<file path="src/rtl/mole_pkg.sv">
// Shared definitions for the whack-a-mole playfield: cell state encoding,
// per-cell colour constants and a saturating add used by the hit/miss counters.
package mole_pkg;

    typedef enum logic [1:0] {
        CELL_EMPTY = 2'd0,
        CELL_UP    = 2'd1,
        CELL_FLASH = 2'd2
    } cell_state_e;

    // 3-bit RGB tile colours, bit 2 = red, bit 1 = green, bit 0 = blue
    localparam logic [2:0] RGB_EMPTY     = 3'b010; // green
    localparam logic [2:0] RGB_EMPTY_SEL = 3'b001; // blue
    localparam logic [2:0] RGB_UP        = 3'b110; // yellow
    localparam logic [2:0] RGB_UP_SEL    = 3'b101; // magenta
    localparam logic [2:0] RGB_FLASH     = 3'b100; // red

    // a + b, clamped to max (operands are small, so the 32-bit sum cannot wrap)
    function automatic int unsigned sat_add(input int unsigned a,
                                            input int unsigned b,
                                            input int unsigned max);
        int unsigned sum;
        sum = a + b;
        return (sum > max) ? max : sum;
    endfunction

endpackage

</file>
<file path="src/rtl/mole_cell.sv">
// One playfield cell: EMPTY/UP/FLASH state machine, flash timer, optional
// mole lifetime timer and the combinational colour for this cell.
// Optional feature: MOLE_TIMEOUT_EN adds the life counter and the expiry path.
module mole_cell
    import mole_pkg::*;
#(
`ifdef MOLE_TIMEOUT_EN
    parameter int LIFE_CYCLES  = 50000000,
`endif
    parameter int FLASH_CYCLES = 12000000
) (
    input  logic        clk,
    input  logic        reset_n,
    input  logic        spawn_hit,   // accepted spawn targeting this cell
    input  logic        strike_hit,  // strike while this cell is selected
    input  logic        selected,
    output cell_state_e state,
    output logic        expired,     // mole times out this cycle (not struck)
    output logic [2:0]  rgb
);

    localparam int FLASH_W = (FLASH_CYCLES > 1) ? $clog2(FLASH_CYCLES) : 1;
    localparam logic [FLASH_W-1:0] FLASH_LAST = FLASH_W'(FLASH_CYCLES - 1);

    logic [FLASH_W-1:0] flash_cnt;

`ifdef MOLE_TIMEOUT_EN
    localparam int LIFE_W = (LIFE_CYCLES > 1) ? $clog2(LIFE_CYCLES) : 1;
    localparam logic [LIFE_W-1:0] LIFE_LAST = LIFE_W'(LIFE_CYCLES - 1);

    logic [LIFE_W-1:0] life_cnt;

    // A strike in the final life cycle wins over the expiry
    assign expired = (state == CELL_UP) && (life_cnt == LIFE_LAST) && !strike_hit;
`else
    assign expired = 1'b0;
`endif

    // Cell state machine with its flash and life timers
    always_ff @(posedge clk or negedge reset_n) begin
        if (!reset_n) begin
            state     <= CELL_EMPTY;
            flash_cnt <= '0;
`ifdef MOLE_TIMEOUT_EN
            life_cnt  <= '0;
`endif
        end else begin
            case (state)
                CELL_EMPTY: begin
                    if (spawn_hit) begin
                        state <= CELL_UP;
`ifdef MOLE_TIMEOUT_EN
                        life_cnt <= '0;
`endif
                    end
                end
                CELL_UP: begin
                    if (strike_hit) begin
                        state     <= CELL_FLASH;
                        flash_cnt <= '0;
                    end
`ifdef MOLE_TIMEOUT_EN
                    else if (life_cnt == LIFE_LAST) begin
                        state <= CELL_EMPTY;
                    end else begin
                        life_cnt <= life_cnt + LIFE_W'(1);
                    end
`endif
                end
                CELL_FLASH: begin
                    if (flash_cnt == FLASH_LAST) begin
                        state <= CELL_EMPTY;
                    end else begin
                        flash_cnt <= flash_cnt + FLASH_W'(1);
                    end
                end
                default: state <= CELL_EMPTY;
            endcase
        end
    end

    // Colour for the current state and selection
    always_comb begin
        rgb = RGB_FLASH;
        case (state)
            CELL_EMPTY: rgb = selected ? RGB_EMPTY_SEL : RGB_EMPTY;
            CELL_UP:    rgb = selected ? RGB_UP_SEL : RGB_UP;
            default:    rgb = RGB_FLASH;
        endcase
    end

endmodule

</file>
<file path="src/rtl/mole_grid_ctrl.sv">
// Whack-a-mole playfield controller: selection cursor, strike edge detection,
// spawn decode, saturating score/miss counters and the registered RGB bus.
// Optional feature: MOLE_TIMEOUT_EN enables mole expiry (LIFE_CYCLES parameter).
module mole_grid_ctrl
    import mole_pkg::*;
#(
    parameter int N_CELLS      = 9,
    parameter int IDX_W        = 4,
`ifdef MOLE_TIMEOUT_EN
    parameter int LIFE_CYCLES  = 50000000,
`endif
    parameter int FLASH_CYCLES = 12000000,
    parameter int SCORE_W      = 8
) (
    input  logic                   clk,
    input  logic                   reset_n,
    input  logic                   spawn,
    input  logic [IDX_W-1:0]       spawn_idx,
    output logic                   spawn_ack,
    input  logic                   move_next,
    input  logic                   move_prev,
    input  logic                   golpe,
    output logic [IDX_W-1:0]       sel_idx,
    output logic                   hit,
    output logic [SCORE_W-1:0]     score,
    output logic [SCORE_W-1:0]     misses,
    output logic [3*N_CELLS-1:0]   rgb
);

    localparam int unsigned SAT_MAX = (32'd1 << SCORE_W) - 32'd1;

    // Handshake: spawn is a single-cycle request with no back-pressure; it is
    // accepted when spawn_idx names an EMPTY cell, and spawn_ack pulses for one
    // cycle on the following clock. A rejected request is dropped, never retried.

    logic                 golpe_q;
    logic                 strike;
    cell_state_e          cell_state [N_CELLS];
    logic [N_CELLS-1:0]   selected;
    logic [N_CELLS-1:0]   spawn_hit;
    logic [N_CELLS-1:0]   strike_hit;
    logic [N_CELLS-1:0]   expired;
    logic [3*N_CELLS-1:0] rgb_d;
    cell_state_e          sel_state;
    int unsigned          exp_count;
    logic                 hit_d;
    logic                 miss_strike;
    logic [IDX_W-1:0]     sel_next;

    assign strike = golpe & ~golpe_q;

    for (genvar k = 0; k < N_CELLS; k++) begin : g_cell
        assign selected[k]   = (sel_idx == IDX_W'(k));
        // Equality with an in-range k also rejects spawn_idx >= N_CELLS
        assign spawn_hit[k]  = spawn && (spawn_idx == IDX_W'(k)) && (cell_state[k] == CELL_EMPTY);
        assign strike_hit[k] = strike && selected[k];

        mole_cell #(
`ifdef MOLE_TIMEOUT_EN
            .LIFE_CYCLES  (LIFE_CYCLES),
`endif
            .FLASH_CYCLES (FLASH_CYCLES)
        ) u_cell (
            .clk        (clk),
            .reset_n    (reset_n),
            .spawn_hit  (spawn_hit[k]),
            .strike_hit (strike_hit[k]),
            .selected   (selected[k]),
            .state      (cell_state[k]),
            .expired    (expired[k]),
            .rgb        (rgb_d[3*k +: 3])
        );
    end

    // State of the selected cell and the number of cells expiring this cycle
    always_comb begin
        sel_state = CELL_EMPTY;
        exp_count = 0;
        for (int k = 0; k < N_CELLS; k++) begin
            if (selected[k]) sel_state = cell_state[k];
            exp_count = exp_count + 32'(expired[k]);
        end
        hit_d       = strike && (sel_state == CELL_UP);
        miss_strike = strike && (sel_state == CELL_EMPTY);
    end

    // Cursor step with wrap; opposing pulses cancel
    always_comb begin
        sel_next = sel_idx;
        if (move_next && !move_prev) begin
            sel_next = (sel_idx == IDX_W'(N_CELLS - 1)) ? '0 : sel_idx + IDX_W'(1);
        end else if (move_prev && !move_next) begin
            sel_next = (sel_idx == '0) ? IDX_W'(N_CELLS - 1) : sel_idx - IDX_W'(1);
        end
    end

    // Cursor, strike history, pulses, counters and the colour register
    always_ff @(posedge clk or negedge reset_n) begin
        if (!reset_n) begin
            golpe_q   <= 1'b0;
            sel_idx   <= '0;
            hit       <= 1'b0;
            spawn_ack <= 1'b0;
            score     <= '0;
            misses    <= '0;
            for (int k = 0; k < N_CELLS; k++) begin
                rgb[3*k +: 3] <= (k == 0) ? RGB_EMPTY_SEL : RGB_EMPTY;
            end
        end else begin
            golpe_q   <= golpe;
            sel_idx   <= sel_next;
            hit       <= hit_d;
            spawn_ack <= |spawn_hit;
            score     <= SCORE_W'(sat_add(32'(score), 32'(hit_d), SAT_MAX));
            misses    <= SCORE_W'(sat_add(32'(misses), 32'(miss_strike) + exp_count, SAT_MAX));
            rgb       <= rgb_d;
        end
    end

endmodule

</file>
<file path="config.mk">
export PLATFORM = sky130hd
export DESIGN_NAME = mole_grid_ctrl
export DESIGN_NICKNAME = d
export VERILOG_FILES = /design/src/rtl/mole_pkg.sv /design/src/rtl/mole_cell.sv /design/src/rtl/mole_grid_ctrl.sv
export SDC_FILE = /design/constraint.sdc
export NUM_CORES = 1
export LEC_CHECK = 0
export ABC_AREA = 1
export BUFFER_PORTS_ARGS = -buffer_cell sky130_fd_sc_hd__buf_2
export CAP_MARGIN = 20
export CORE_ASPECT_RATIO = 1.1
export CORE_MARGIN = 3
export CORE_UTILIZATION = 50
export DETAILED_ROUTE_END_ITERATION = 10
export PLACE_DENSITY = 0.62
export REMOVE_ABC_BUFFERS = 1
export SETUP_SLACK_MARGIN = 0.5
export SYNTH_ARGS = -nofsm -noshare
export SYNTH_HDL_FRONTEND = slang
export SYNTH_SLANG_ARGS = --single-unit
</file>
<file path="constraint.sdc">
create_clock -name clk -period 5.86 [get_ports clk]
set_input_delay 0.586 -clock clk [delete_from_list [all_inputs] [get_ports clk]]
set_output_delay 0.586 -clock clk [all_outputs]
set_load 0.05 [all_outputs]
</file>
# --- Yosys cells after proc, flatten, opt, wreduce, memory -nomap -nowiden ---
# Cells that the tools add are included.
op_classes:
  n_reduce_logical: 74
  order_cmp: 2
  n_bitwise: 2
  eq_ne: 80
  mux: 105
  add_sub_neg: 13
ops:
  columns: ["operator", "n"]
  rows:
  - ["$mux W24", 18]
  - ["$pmux W24 S2", 9]
  - ["$add A24 B1 Y24 const B", 9]
  - ["$eq A24 B24 Y1 const B", 9]
  - ["$mux W2", 54]
  - ["$ne A2 B1 Y1 const B", 27]
  - ["$pmux W2 S3", 9]
  - ["$pmux W3 S2", 9]
  - ["$reduce_and A3 Y1", 18]
  - ["$eq A4 B3 Y1 const B", 8]
  - ["$logic_and A1 B1 Y1", 31]
  - ["$eq A2 B1 Y1 const B", 10]
  - ["$logic_not A2 Y1", 10]
  - ["$reduce_bool A2 Y1", 10]
  - ["$add A8 B1 Y9", 2]
  - ["$eq A2 B2 Y1 const B", 9]
  - ["$gt A9 B8 Y1 const B", 2]
  - ["$ne A2 B2 Y1 const B", 9]
  - ["$eq A4 B2 Y1 const B", 4]
  - ["$mux W4", 4]
  - ["$mux W8", 2]
  - ["$reduce_or A9 Y1", 1]
  - ["$eq A4 B1 Y1 const B", 2]
  - ["$eq A4 B4 Y1 const B", 2]
  - ["6 further kinds", 8]
word_totals:
  reg_bits: 284
  out_inout_bits: 49
  word_cells: 301
  inputBits: 10

# --- Depth between registers and ports, before layout ---
depth:
  ltp_word: 15
  depth_mapped: 22
  ltp_nobuf: 22

# --- Modules after synthesis ---
# Synthesis repeated with hierarchy kept, for this count alone.
hier_totals:
  hier_cells: 2569
  hier_area_um2: 18860.6
modules_own_cells:
  columns: ["mod", "seq_area_each_um2", "instances", "area_each_um2", "cells_per_inst"]
  rows:
  - ["mole_cell", 650.6, 9, 1801.7, 251]
  - ["mole_grid_ctrl", 1262.5, 1, 2645.0, 310]

# --- Worst setup path after synthesis ---
# Ideal clock, no wire load.
synth_path:
  path_type: "register -> register"
  startpoint: "register sel_idx[0]"
  endpoint: "register score[2]"
  t_arrival_ns: 2.884
  n_path_buf: 0
  setup_slack_ns: 2.894
  setup_time_ns: 0.083
  required_ns: 5.777
  synth_period_minus_slack_ns: 2.966
  stages_incl_launch_ff: 20
  path_cell_list: "dfrtp_1 inv_1 ha_1 inv_2 or2_1 nor2_2 inv_1 nand2_1 inv_1 nand2_1 nand2_1 nor2_1 ha_1 ha_1 nand2_1 nor2_1 inv_1 nor2_1 nand4_1 o21ai_0"
synth_via:
  elab_chain_cells: 15
  word_cells_on_any_way: 23
  classes_between: "1 x add/sub; 1 x order compare; 9 x eq/ne; 10 x mux; 2 x reduce/logical"
synth_lines:
  columns: ["item", "line", "text"]
  rows:
  - ["start: declaration", "mole_grid_ctrl.sv:23", "output logic [IDX_W-1:0] sel_idx,"]
  - ["start signal: assignment", "mole_grid_ctrl.sv:111", "sel_idx <= sel_next;"]
  - ["$logic_not A4 Y1", "mole_grid_ctrl.sv:53", "assign selected[k] = (sel_idx == IDX_W'(k));"]
  - ["$mux W2 (8 in series)", "mole_grid_ctrl.sv:80", "if (selected[k]) sel_state = cell_state[k];"]
  - ["$mux W2 (*)", "mole_grid_ctrl.sv:80", null]
  - ["$eq A2 B1 Y1 (*)", "mole_grid_ctrl.sv:83", "hit_d = strike && (sel_state == CELL_UP);"]
  - ["$logic_and A1 B1 Y1 (*)", "mole_grid_ctrl.sv:83", null]
  - ["named net hit_d", "mole_grid_ctrl.sv:46", "logic hit_d;"]
  - ["$add A8 B1 Y9 (*)", "mole_pkg.sv:23", "sum = a + b;"]
  - ["$gt A9 B8 Y1", "mole_pkg.sv:24", "return (sum > max) ? max : sum;"]
  - ["$mux W8 (*)", "mole_pkg.sv:24", null]
  - ["end signal: assignment", "mole_grid_ctrl.sv:114", "score <= SCORE_W'(sat_add(32'(score), 32'(hit_d), SAT_MAX));"]
  - ["end: declaration", "mole_grid_ctrl.sv:25", "output logic [SCORE_W-1:0] score,"]
# Mark *: on every way through the listed nets, which the timed path passes. The rest lies on a longest branch.
# A chain may end at the register's enable or synchronous reset.

# --- Worst setup path after layout ---
# Ends and elaborated chain as after synthesis.

==> impl_results.md <==
- Status: finished, violations left
- Failing checks: hold timing
- FF/Latch Area: approximately 0.0071 mm²
- Area contributors post-synth: dfrtp_1, nand2_1, nor2_1
- Initial antenna violation count: 1
- Cell Rows: just over 70
- Fillers: 3332
- Grt ovf: 0
- Unrepaired setup endpoints after global routing: no
- Max rail drop VDD: 259 µV
- Post-layout min period: 3.25 ns
- Multi-input combinational cell area: between 0.009 and 0.01 mm²
- Post-route cell area: between 0.015 and 0.02 mm²
- Final HPWL DP: between 30000 and 40000 µm
- Post-CTS Setup Bufs: 0
- Core area: 0.0347 mm²
- CTS buffer count: 35
- Post-DP Area: between 0.015 and 0.02 mm²
- Worst slew margin: 25.1%
- Antenna Nets Post-Route: 0
- Top-level port count: between 50 and 60
- RR Startpoint: sel_idx[0]
- CP endpoint kind: register
- Vias in the first global route: approximately 15000
- Post-synth EDFFs: 0
- Req. time, crit path: approximately 6.3 ns
- Worst hold path type: primary input to async pin
- TritonCTS clock tree: done
- LEAKAGE: between 9 and 10 nW
- Iter 0 DRT Violations: 989
- Hold-fix buffers, CTS: 0
- Nets: roughly 2600
- Crit-path max cell delay: 0.42 ns
- Clock Sinks: between 200 and 300
- Reg2Reg Capture Point: score[2]
- Final period util: between 50 and 60%
- Routability cong.: about 0.94
- CTS root buffer: clkbuf_16
- Die Area: approximately 0.038 mm²
- Fin util: around 57%
- Final Setup Violations: 0
- Yosys top cell area share: between 30% and 40%
- Clock Latency Late Sink: approximately 0.54 ns
- FF+latch count, synth: between 200 and 300
- Mapped Cells: approximately 2500
- Hold Vio Cnt, Final: 1
- Initial Util: roughly half
- DR DRC count: 0
- Fin Hold WS: -0.00250 ns
- Max Clock Skew: 0.0192 ns
- Die X: around 190 µm
- Ys flop type: dfrtp_1
- DR vias: around 16000
- Synth warn: 0
- Synth unique cells: 48
- Pins Over Slew Limit: 0
- Critical path peak fanout: 8
- Max-cap violations: 0
- Mean area per synthesized cell: roughly 7.2 µm²
- CTS H-tree depth: 2
- CP max stage cell: dfrtp_1
- Worst reg-to-reg path cell count: 19
- Layout Area Growth over Synthesis: 10.2%
- Via density per instance: 5.27
- WL final: between 40000 and 50000 µm
- Setup total negative slack: 0 ns
- Synth area leader: dfrtp_1
- Die height: ~200 µm
- Pin count of the biggest net entering global routing: 131
- Pwr/cell area: around 350 mW/mm²
- Tightest Pin Transition: 1.12 ns
- Cell area after synthesis: 0.0179 mm²
- Total power: approximately 0.0068 W
- Clock Path Buffers: 3
- Worst setup path startpoint: sel_idx[0]
- Share of cells above drive strength 1: approximately 7%
- Critical Path Start Type: register
- Post-synth ARST share: 100%
- Sequential area share after synthesis: 39.9%
- Crit Path Category: register to register
- Routed WL per cell: approximately 15 µm
- Register-to-Register Setup Slack: roughly 2.6 ns
- Fmax: 307 MHz
- First-pass GRT wire length: around 75000 µm
- DR pass1 iterations: 5
- CP Cell Sequence: inv_1, ha_1, inv_2, or2_1, nor2_2, inv_1, nand2_1, inv_1, nand2_1, nand2_1, nor2_1, ha_1, ha_1, nand2_1, nor2_1, inv_1, nor2_1, nand4_1, o21ai_0
- Total track usage: between 20% and 30%
- PortBufs: 58
- Post-CTS sizing: 0
- Clock transition at path regs: ~0.060 ns
- Crit path arrival time: roughly 3.7 ns
## critical path: cells and delay by family, from the launching register on
family / cells / cell delay (ns)
and+or+nand+nor: 10 / 1.41
adders and majority gates: 3 / 0.69
buffers and inverters: 5 / 0.48
DFF: 1 / 0.42
AOI/OAI and AO/OA: 1 / 0.18
## report_power, final
| part | internal [W] | leakage (nW) | switching [W] |
|---|---|---|---|
| registers | 0.00215 | 3.70 | 0.000156 |
| clock network | 0.00146 | 0.599 | 0.000845 |
| logic | 0.000429 | 4.97 | 0.00179 |
## registers in the layout, summed over array words and instances (netlist names)
name,count
g_cell.u_cell.flash_cnt,216
g_cell.u_cell.state,18
golpe_q,1
hit,1
misses,8
rgb,27
score,8
sel_idx,4
spawn_ack,1
## through the flow
step | setup slack (ns) | cells | hold slack, ns
after floorplan | 2.89 | 2426 | 0.290
after global placement | 2.63 | 2962 | 0.466
final | 2.61 | 3025 | -0.00250
after global routing | 2.18 | 3024 | 0.0669
after detailed placement | 2.58 | 2962 | 0.469
after CTS | 2.58 | 3024 | 0.0574
## kinds of logic after synthesis
group                      after synthesis  synth area share, %
and+or+nand+nor                       1438                 34.8
buffers and inverters                  352                 8.17
DFF                                    284                 39.9
AOI/OAI and AO/OA                      216                 6.71
xor gates and xnor gates               147                 7.21
adders and majority gates               46                 3.22
## how the worst max path moves through the flow
stage | end | slack, ns
final | score[2] | 2.61
after global routing | score[5] | 2.18
after CTS | score[2] | 2.58
after detailed placement | g_cell[4].u_cell.flash_cnt[23] | 2.58
after global placement | g_cell[4].u_cell.flash_cnt[17] | 2.63
after floorplan | score[2] | 2.89
## synth_stat cells (4+ instances only)
master,n
nand3_1,211
xor2_1,124
clkbuf_1,18
inv_2,12
clkinv_1,4
xnor2_1,23
inv_1,279
dfrtp_1,275
buf_4,11
nor4_1,9
nor2_1,290
nand2_2,11
a21oi_1,38
a31o_2,4
a31oi_1,4
nand2_1,702
o21ai_2,12
o22ai_1,11
or2_2,4
o21ai_1,16
nor3_1,87
buf_2,16
ha_1,46
dfstp_2,9
a21o_1,4
nand3b_1,16
buf_6,10
o21ai_0,117
nand4_1,85
nor3b_1,7
## cell type report
type / count / share of cell area [%]
Clock buffer: 53 / 5.37
Sequential cell: 284 / 36.2
Antenna cell: 1 / 0.0127
Tap cell: 474 / 3.02
Inverter: 295 / 5.63
Clock inverter: 9 / 0.878
Multi-Input combinational cell: 1847 / 47.2
Timing Repair Buffer: 62 / 1.74
## cells in the final DEF (no fill, tap or decap), types with 11 or more instances in the layout
master	n
nand2_1	702
nor2_1	290
inv_1	279
dfrtp_1	275
nand3_1	211
xor2_1	124
o21ai_0	117
nor3_1	87
nand4_1	85
buf_2	57
ha_1	46
a21oi_1	38
clkbuf_16	37
xnor2_1	23
nand3b_1	16
o21ai_1	16
inv_2	12
o21ai_2	12
nand2_2	11
o22ai_1	11
## layer usage
metal | GRT usage (%) | part of all wire (%) | vias up
met5 | 0 | 0.018 | -
met4 | 7.53 | 2.6 | 2
met3 | 3.65 | 4.9 | 73
met2 | 38.0 | 45 | 337
met1 | 33.7 | 47 | 7450
li1 | - | - | 8081
(Power assumes the default switching activity.)
